## src/rtl/operand_fetch_if.sv

```systemverilog
// operand_fetch_if: instruction, register-file and operand handshake signals of the operand fetch sequencer.
interface operand_fetch_if #(
  parameter int DATA_WIDTH = 16,
  parameter int ADDR_WIDTH = 3,
  parameter int TAG_WIDTH  = 8
);
  logic                  inst_valid;
  logic                  inst_ready;
  logic [ADDR_WIDTH-1:0] inst_src1;
  logic [ADDR_WIDTH-1:0] inst_src2;
  logic [TAG_WIDTH-1:0]  inst_tag;
  logic [ADDR_WIDTH-1:0] readReg1;
  logic [ADDR_WIDTH-1:0] readReg2;
  logic [DATA_WIDTH-1:0] readData1;
  logic [DATA_WIDTH-1:0] readData2;
  logic [ADDR_WIDTH-1:0] writeReg;
  logic [DATA_WIDTH-1:0] writeFile;
  logic                  regWrite;
  logic                  op_valid;
  logic                  op_ready;
  logic [DATA_WIDTH-1:0] opA;
  logic [DATA_WIDTH-1:0] opB;
  logic [TAG_WIDTH-1:0]  op_tag;
  modport master (
    output inst_valid, inst_src1, inst_src2, inst_tag, readData1, readData2,
           writeReg, writeFile, regWrite, op_ready,
    input  inst_ready, readReg1, readReg2, op_valid, opA, opB, op_tag
  );
  modport slave (
    input  inst_valid, inst_src1, inst_src2, inst_tag, readData1, readData2,
           writeReg, writeFile, regWrite, op_ready,
    output inst_ready, readReg1, readReg2, op_valid, opA, opB, op_tag
  );
endinterface

```

## src/rtl/operand_fetch.sv

```systemverilog
// operand_fetch: drives register-file read ports, hides its one-cycle read latency and forwards writebacks into the delivered operands.
module operand_fetch #(
  parameter int DATA_WIDTH = 16,
  parameter int ADDR_WIDTH = 3,
  parameter int TAG_WIDTH  = 8
) (
  input logic clock,
  input logic reset_n,
  operand_fetch_if.slave bus
);
  typedef enum logic [1:0] {IDLE, ISSUE, CAPTURE, VALID} state_t;
  state_t                state_q, state_d;
  logic [ADDR_WIDTH-1:0] src1_q, src1_d, src2_q, src2_d;
  logic [ADDR_WIDTH-1:0] read_reg1_q, read_reg1_d, read_reg2_q, read_reg2_d;
  logic [TAG_WIDTH-1:0]  tag_q, tag_d, op_tag_q, op_tag_d;
  logic                  fwd1_q, fwd1_d, fwd2_q, fwd2_d;
  logic [DATA_WIDTH-1:0] fwd1_data_q, fwd1_data_d, fwd2_data_q, fwd2_data_d;
  logic [DATA_WIDTH-1:0] op_a_q, op_a_d, op_b_q, op_b_d;
  logic                  inst_ready_q, inst_ready_d, op_valid_q, op_valid_d;
  logic                  hit1, hit2;
  always_comb begin
    hit1        = bus.regWrite && bus.writeReg == src1_q;
    hit2        = bus.regWrite && bus.writeReg == src2_q;
    state_d     = state_q;
    src1_d      = src1_q;
    src2_d      = src2_q;
    tag_d       = tag_q;
    read_reg1_d = read_reg1_q;
    read_reg2_d = read_reg2_q;
    op_tag_d    = op_tag_q;
    fwd1_d      = fwd1_q;
    fwd2_d      = fwd2_q;
    fwd1_data_d = fwd1_data_q;
    fwd2_data_d = fwd2_data_q;
    op_a_d      = op_a_q;
    op_b_d      = op_b_q;
    inst_ready_d = inst_ready_q;
    op_valid_d  = op_valid_q;
    case (state_q)
      IDLE: if (bus.inst_valid) begin
        src1_d       = bus.inst_src1;
        src2_d       = bus.inst_src2;
        tag_d        = bus.inst_tag;
        read_reg1_d  = bus.inst_src1;
        read_reg2_d  = bus.inst_src2;
        inst_ready_d = 1'b0;
        state_d      = ISSUE;
      end
      // the file reads before it writes, so an ISSUE-cycle write must be remembered here
      ISSUE: begin
        fwd1_d      = hit1;
        fwd2_d      = hit2;
        fwd1_data_d = bus.writeFile;
        fwd2_data_d = bus.writeFile;
        state_d     = CAPTURE;
      end
      CAPTURE: begin
        op_a_d     = hit1 ? bus.writeFile : fwd1_q ? fwd1_data_q : bus.readData1;
        op_b_d     = hit2 ? bus.writeFile : fwd2_q ? fwd2_data_q : bus.readData2;
        fwd1_d     = 1'b0;
        fwd2_d     = 1'b0;
        op_tag_d   = tag_q;
        op_valid_d = 1'b1;
        state_d    = VALID;
      end
      VALID: begin
        op_a_d = hit1 ? bus.writeFile : op_a_q;
        op_b_d = hit2 ? bus.writeFile : op_b_q;
        if (bus.op_ready) begin
          op_valid_d   = 1'b0;
          inst_ready_d = 1'b1;
          state_d      = IDLE;
        end
      end
    endcase
  end
  always_ff @(posedge clock or negedge reset_n) begin
    if (!reset_n) begin
      state_q      <= IDLE;
      src1_q       <= '0;
      src2_q       <= '0;
      tag_q        <= '0;
      read_reg1_q  <= '0;
      read_reg2_q  <= '0;
      op_tag_q     <= '0;
      fwd1_q       <= 1'b0;
      fwd2_q       <= 1'b0;
      fwd1_data_q  <= '0;
      fwd2_data_q  <= '0;
      op_a_q       <= '0;
      op_b_q       <= '0;
      inst_ready_q <= 1'b1;
      op_valid_q   <= 1'b0;
    end else begin
      state_q      <= state_d;
      src1_q       <= src1_d;
      src2_q       <= src2_d;
      tag_q        <= tag_d;
      read_reg1_q  <= read_reg1_d;
      read_reg2_q  <= read_reg2_d;
      op_tag_q     <= op_tag_d;
      fwd1_q       <= fwd1_d;
      fwd2_q       <= fwd2_d;
      fwd1_data_q  <= fwd1_data_d;
      fwd2_data_q  <= fwd2_data_d;
      op_a_q       <= op_a_d;
      op_b_q       <= op_b_d;
      inst_ready_q <= inst_ready_d;
      op_valid_q   <= op_valid_d;
    end
  end
  assign bus.inst_ready = inst_ready_q;
  assign bus.readReg1   = read_reg1_q;
  assign bus.readReg2   = read_reg2_q;
  assign bus.op_valid   = op_valid_q;
  assign bus.opA        = op_a_q;
  assign bus.opB        = op_b_q;
  assign bus.op_tag     = op_tag_q;
endmodule

```

## src/flat_wrapper.sv

```systemverilog
// flat-port wrapper written by rule: the top's interface ports become plain ports
module operand_fetch_flat 
#(
  parameter int DATA_WIDTH = 16,
  parameter int ADDR_WIDTH = 3,
  parameter int TAG_WIDTH  = 8
)
  (clock, reset_n, bus_inst_valid, bus_inst_src1, bus_inst_src2, bus_inst_tag, bus_readData1, bus_readData2, bus_writeReg, bus_writeFile, bus_regWrite, bus_op_ready, bus_inst_ready, bus_readReg1, bus_readReg2, bus_op_valid, bus_opA, bus_opB, bus_op_tag);
  operand_fetch_if #(.DATA_WIDTH(DATA_WIDTH), .ADDR_WIDTH(ADDR_WIDTH), .TAG_WIDTH(TAG_WIDTH)) bus_i ();
  input logic clock;
  input logic reset_n;
  input wire logic [$bits(bus_i.inst_valid)-1:0] bus_inst_valid;
  input wire logic [$bits(bus_i.inst_src1)-1:0] bus_inst_src1;
  input wire logic [$bits(bus_i.inst_src2)-1:0] bus_inst_src2;
  input wire logic [$bits(bus_i.inst_tag)-1:0] bus_inst_tag;
  input wire logic [$bits(bus_i.readData1)-1:0] bus_readData1;
  input wire logic [$bits(bus_i.readData2)-1:0] bus_readData2;
  input wire logic [$bits(bus_i.writeReg)-1:0] bus_writeReg;
  input wire logic [$bits(bus_i.writeFile)-1:0] bus_writeFile;
  input wire logic [$bits(bus_i.regWrite)-1:0] bus_regWrite;
  input wire logic [$bits(bus_i.op_ready)-1:0] bus_op_ready;
  output wire logic [$bits(bus_i.inst_ready)-1:0] bus_inst_ready;
  output wire logic [$bits(bus_i.readReg1)-1:0] bus_readReg1;
  output wire logic [$bits(bus_i.readReg2)-1:0] bus_readReg2;
  output wire logic [$bits(bus_i.op_valid)-1:0] bus_op_valid;
  output wire logic [$bits(bus_i.opA)-1:0] bus_opA;
  output wire logic [$bits(bus_i.opB)-1:0] bus_opB;
  output wire logic [$bits(bus_i.op_tag)-1:0] bus_op_tag;
  assign bus_i.inst_valid = bus_inst_valid;
  assign bus_i.inst_src1 = bus_inst_src1;
  assign bus_i.inst_src2 = bus_inst_src2;
  assign bus_i.inst_tag = bus_inst_tag;
  assign bus_i.readData1 = bus_readData1;
  assign bus_i.readData2 = bus_readData2;
  assign bus_i.writeReg = bus_writeReg;
  assign bus_i.writeFile = bus_writeFile;
  assign bus_i.regWrite = bus_regWrite;
  assign bus_i.op_ready = bus_op_ready;
  assign bus_inst_ready = bus_i.inst_ready;
  assign bus_readReg1 = bus_i.readReg1;
  assign bus_readReg2 = bus_i.readReg2;
  assign bus_op_valid = bus_i.op_valid;
  assign bus_opA = bus_i.opA;
  assign bus_opB = bus_i.opB;
  assign bus_op_tag = bus_i.op_tag;
  operand_fetch #(.DATA_WIDTH(DATA_WIDTH), .ADDR_WIDTH(ADDR_WIDTH), .TAG_WIDTH(TAG_WIDTH)) u_core (.clock(clock), .reset_n(reset_n), .bus(bus_i));
endmodule
```

## config.mk

```make
export PLATFORM = sky130hd
export DESIGN_NAME = operand_fetch_flat
export DESIGN_NICKNAME = d
export VERILOG_FILES = /design/src/rtl/operand_fetch_if.sv /design/src/rtl/operand_fetch.sv /design/src/flat_wrapper.sv
export SDC_FILE = /design/constraint.sdc
export NUM_CORES = 1
export LEC_CHECK = 0
export CORE_AREA = 4 4 110 91
export DETAILED_ROUTE_END_ITERATION = 16
export DIE_AREA = 0 0 114 95
export GPL_TIMING_DRIVEN = 0
export PLACE_DENSITY = 0.76
export SLEW_MARGIN = 20
export SYNTH_ARGS = -nofsm -noshare
export SYNTH_HDL_FRONTEND = slang
export SYNTH_SLANG_ARGS = --single-unit
```

## constraint.sdc

```tcl
create_clock -name clock -period 3.9 [get_ports clock]
set_input_delay 0.78 -clock clock [delete_from_list [all_inputs] [get_ports clock]]
set_output_delay 0.78 -clock clock [all_outputs]
set_load 0.005 [all_outputs]
```

==> metrics.txt <==
sequential area share after synthesis=48.7%; Reg area=1900 µm²; first-pass GRT wire length=17.7 mm; TritonCTS buffer count=9; Clk pin slew, worst setup/hold paths=0.05 ns; status=finished clean; maximum clock rate=374 MHz; largest net degree at the start of global routing=44; CTS Hold Bufs=0; Die X=114 µm; io pins=118; Synth area leader=dfrtp_1; r2r setup slk=1.73 ns; CP startpoint kind=input pin; Yosys top cell area share=48.0%; Fin. Hold Viols=0; Min Clock Period, post-route=2.67 ns; RSZ-0062 raised after global routing=false; Post-Layout Cell Count=578; placed wire-length estimate=8.50 mm; cell with the most instances after synthesis=dfrtp_1; Critical Path RT=4.09 ns; Tcrit/Tclk final=68.5%; Pre-antenna DRT Iters=5; post-layout worst setup margin=1.23 ns; # setup viols final=0; Nets=533; total power=4460 µW; postcts setup bufs=0; most frequent cells after synthesis=dfrtp_1, inv_1, mux2_2; area of the multi-input gates=1730 µm²; Crit Path Class=input pin to flip-flop; Clock Tree Root=clkbuf_16; reg2reg path depth=5; skew final=0.00615 ns; Worst setup EP type=flip-flop; Initial Util=43.8%; Post-Place Worst Slack=0.896 ns; Cell Pwr Density=811 nW/µm²; DRT antenna net count=0; initial antenna violation count=0; number of max-cap violations=0; total core area=8920 µm²; post-synthesis async set-or-reset flop share=100%; Fillers=744; DRT iter0 DRCs=204; reg2reg start=u_core.state_q[0]; CP arrival=2.86 ns; VDD IR max=0.000326 V; CP max FO=10; # diodes=0; dpl cells=562; latest clock arrival within the worst-skew pair=0.33 ns; H-tree depth=3; GR Util All Layers=21.2%; Yosys cell types=23; layout cells sized above 1=14.0%; Syn Area/Cell=11.9 µm²; Num Clock Sinks=76; worst-margin pin slew=0.953 ns; Post-synth EDFFs=0; GPL Wtd Cong=0.811; Resized Gates After CTS=0; Fin Setup TNS=0 ns; synth warn=0; # DRC=0; row count=31; flops & latches, synth=76; FF-to-FF End=u_core.bus.op_tag[0]; total die area=10800 µm²; Slew HR=35.8%; Die Span Y=95 µm; CTS tree=done; Mapped Area=3910 µm²; Synth Flop Type=dfrtp_1; leak pwr=0.00236 µW; GR Overflow Total=0; utilization after layout=61.7%; syn_nets=404; Syn Inst Count=329; wire per inst=19.7 µm; Vias=3267; vias in the first global route=3356; maximum clock path buffer count=2; vias per inst=5.65; Area contributors post-synth=dfrtp_1, mux2_2, mux2i_1; HP Class=input pin to async pin; drt total wl=11.4 mm; Slew Viols, Final=0; IO buf count=117; Area growth, synth to finish=40.8%
-- routing by layer --
layer | GRT usage, % | part of all wire (%)
met1 | 28.7 | 42
met2 | 34.3 | 49
met3 | 4.55 | 7.0
met4 | 6.33 | 1.9
met5 | 0 | 0
-- flip-flops by register name, summed over array words and instances (netlist names) --
name	cells
u_core.state_q	2
u_core.bus.op_valid	1
u_core.bus.op_tag	8
u_core.fwd1_q	1
u_core.fwd1_data_q	16
u_core.src2_q	3
u_core.bus.opA	16
u_core.fwd2_q	1
u_core.tag_q	8
u_core.bus.inst_ready	1
u_core.bus.opB	16
u_core.src1_q	3
-- through the flow --
| step | instance area, µm² | hold WS, ns |
|---|---|---|
| global placement | 5230 | 0.478 |
| finish | 5510 | 0.403 |
| CTS | 5510 | 0.414 |
| floorplan | 3910 | 0.474 |
| detailed placement | 5240 | 0.486 |
| global route | 5510 | 0.430 |
-- power breakdown --
| part | switching (µW) | total (µW) | leakage (µW) | internal (µW) |
|---|---|---|---|---|
| clock network | 309 | 756 | 0.000131 | 447 |
| logic | 1060 | 2220 | 0.00131 | 1170 |
| registers | 283 | 1480 | 0.000912 | 1200 |
| total | 1650 | 4460 | 0.00236 | 2820 |
-- critical path, stage by stage --
cell and delay (ns):
clkdlybuf4s50_1 0.48, buf_4 0.19, inv_1 0.09, o41ai_2 0.87, buf_4 0.31, o221ai_1 0.14
-- cells in the final DEF, fill, tap and decap left out --
cell and count:
clkinv_2 2, dfrtp_1 75, nor2b_1 1, a21oi_1 2, ha_1 5, clkbuf_1 17, mux2i_1 34, nand2b_1 2
mux2_2 39, o41ai_2 4, clkbuf_16 9, buf_12 1, buf_4 3, nand4_1 34, nand2_1 2, nor2_1 2
o211a_1 16, inv_1 40, clkdlybuf4s50_1 116, buf_1 4, o221ai_1 32, xor2_1 6, buf_2 2, clkbuf_8 1
dfstp_2 1, xnor2_1 6, buf_6 3, o22ai_1 4
-- cell families after synthesis --
logic type / synth area share, %
compound gates: 13.8
flops: 48.7
fa+ha+maj: 1.60
simple gates: 6.30
mux: 19.9
xor+xnor: 2.69
buf+inv: 6.98
-- layout make-up --
cell class	instances	area share (%)
Tap cell	115	2.61
Inverter	40	2.73
Timing Repair Buffer	118	21.6
Clock buffer	14	4.61
Multi-Input combinational cell	189	31.5
Sequential cell	76	34.6
Buffer	24	2.23
Clock inverter	2	0.182
-- worst max path at each step --
stage                 startpoint           endpoint  slack, ns  cells after the start
floorplan           bus_regWrite  u_core.bus.opB[1]       1.90                      5
global route        bus_regWrite  u_core.bus.opB[5]       1.16                      6
CTS                 bus_regWrite  u_core.bus.opB[4]       1.24                      6
detailed placement  bus_regWrite  u_core.bus.opB[4]       0.90                      6
global placement         reset_n  u_core.bus.opB[6]      -0.60                      1
finish              bus_regWrite  u_core.bus.opB[5]       1.23                      6
Power figures use the tool's default switching activity.
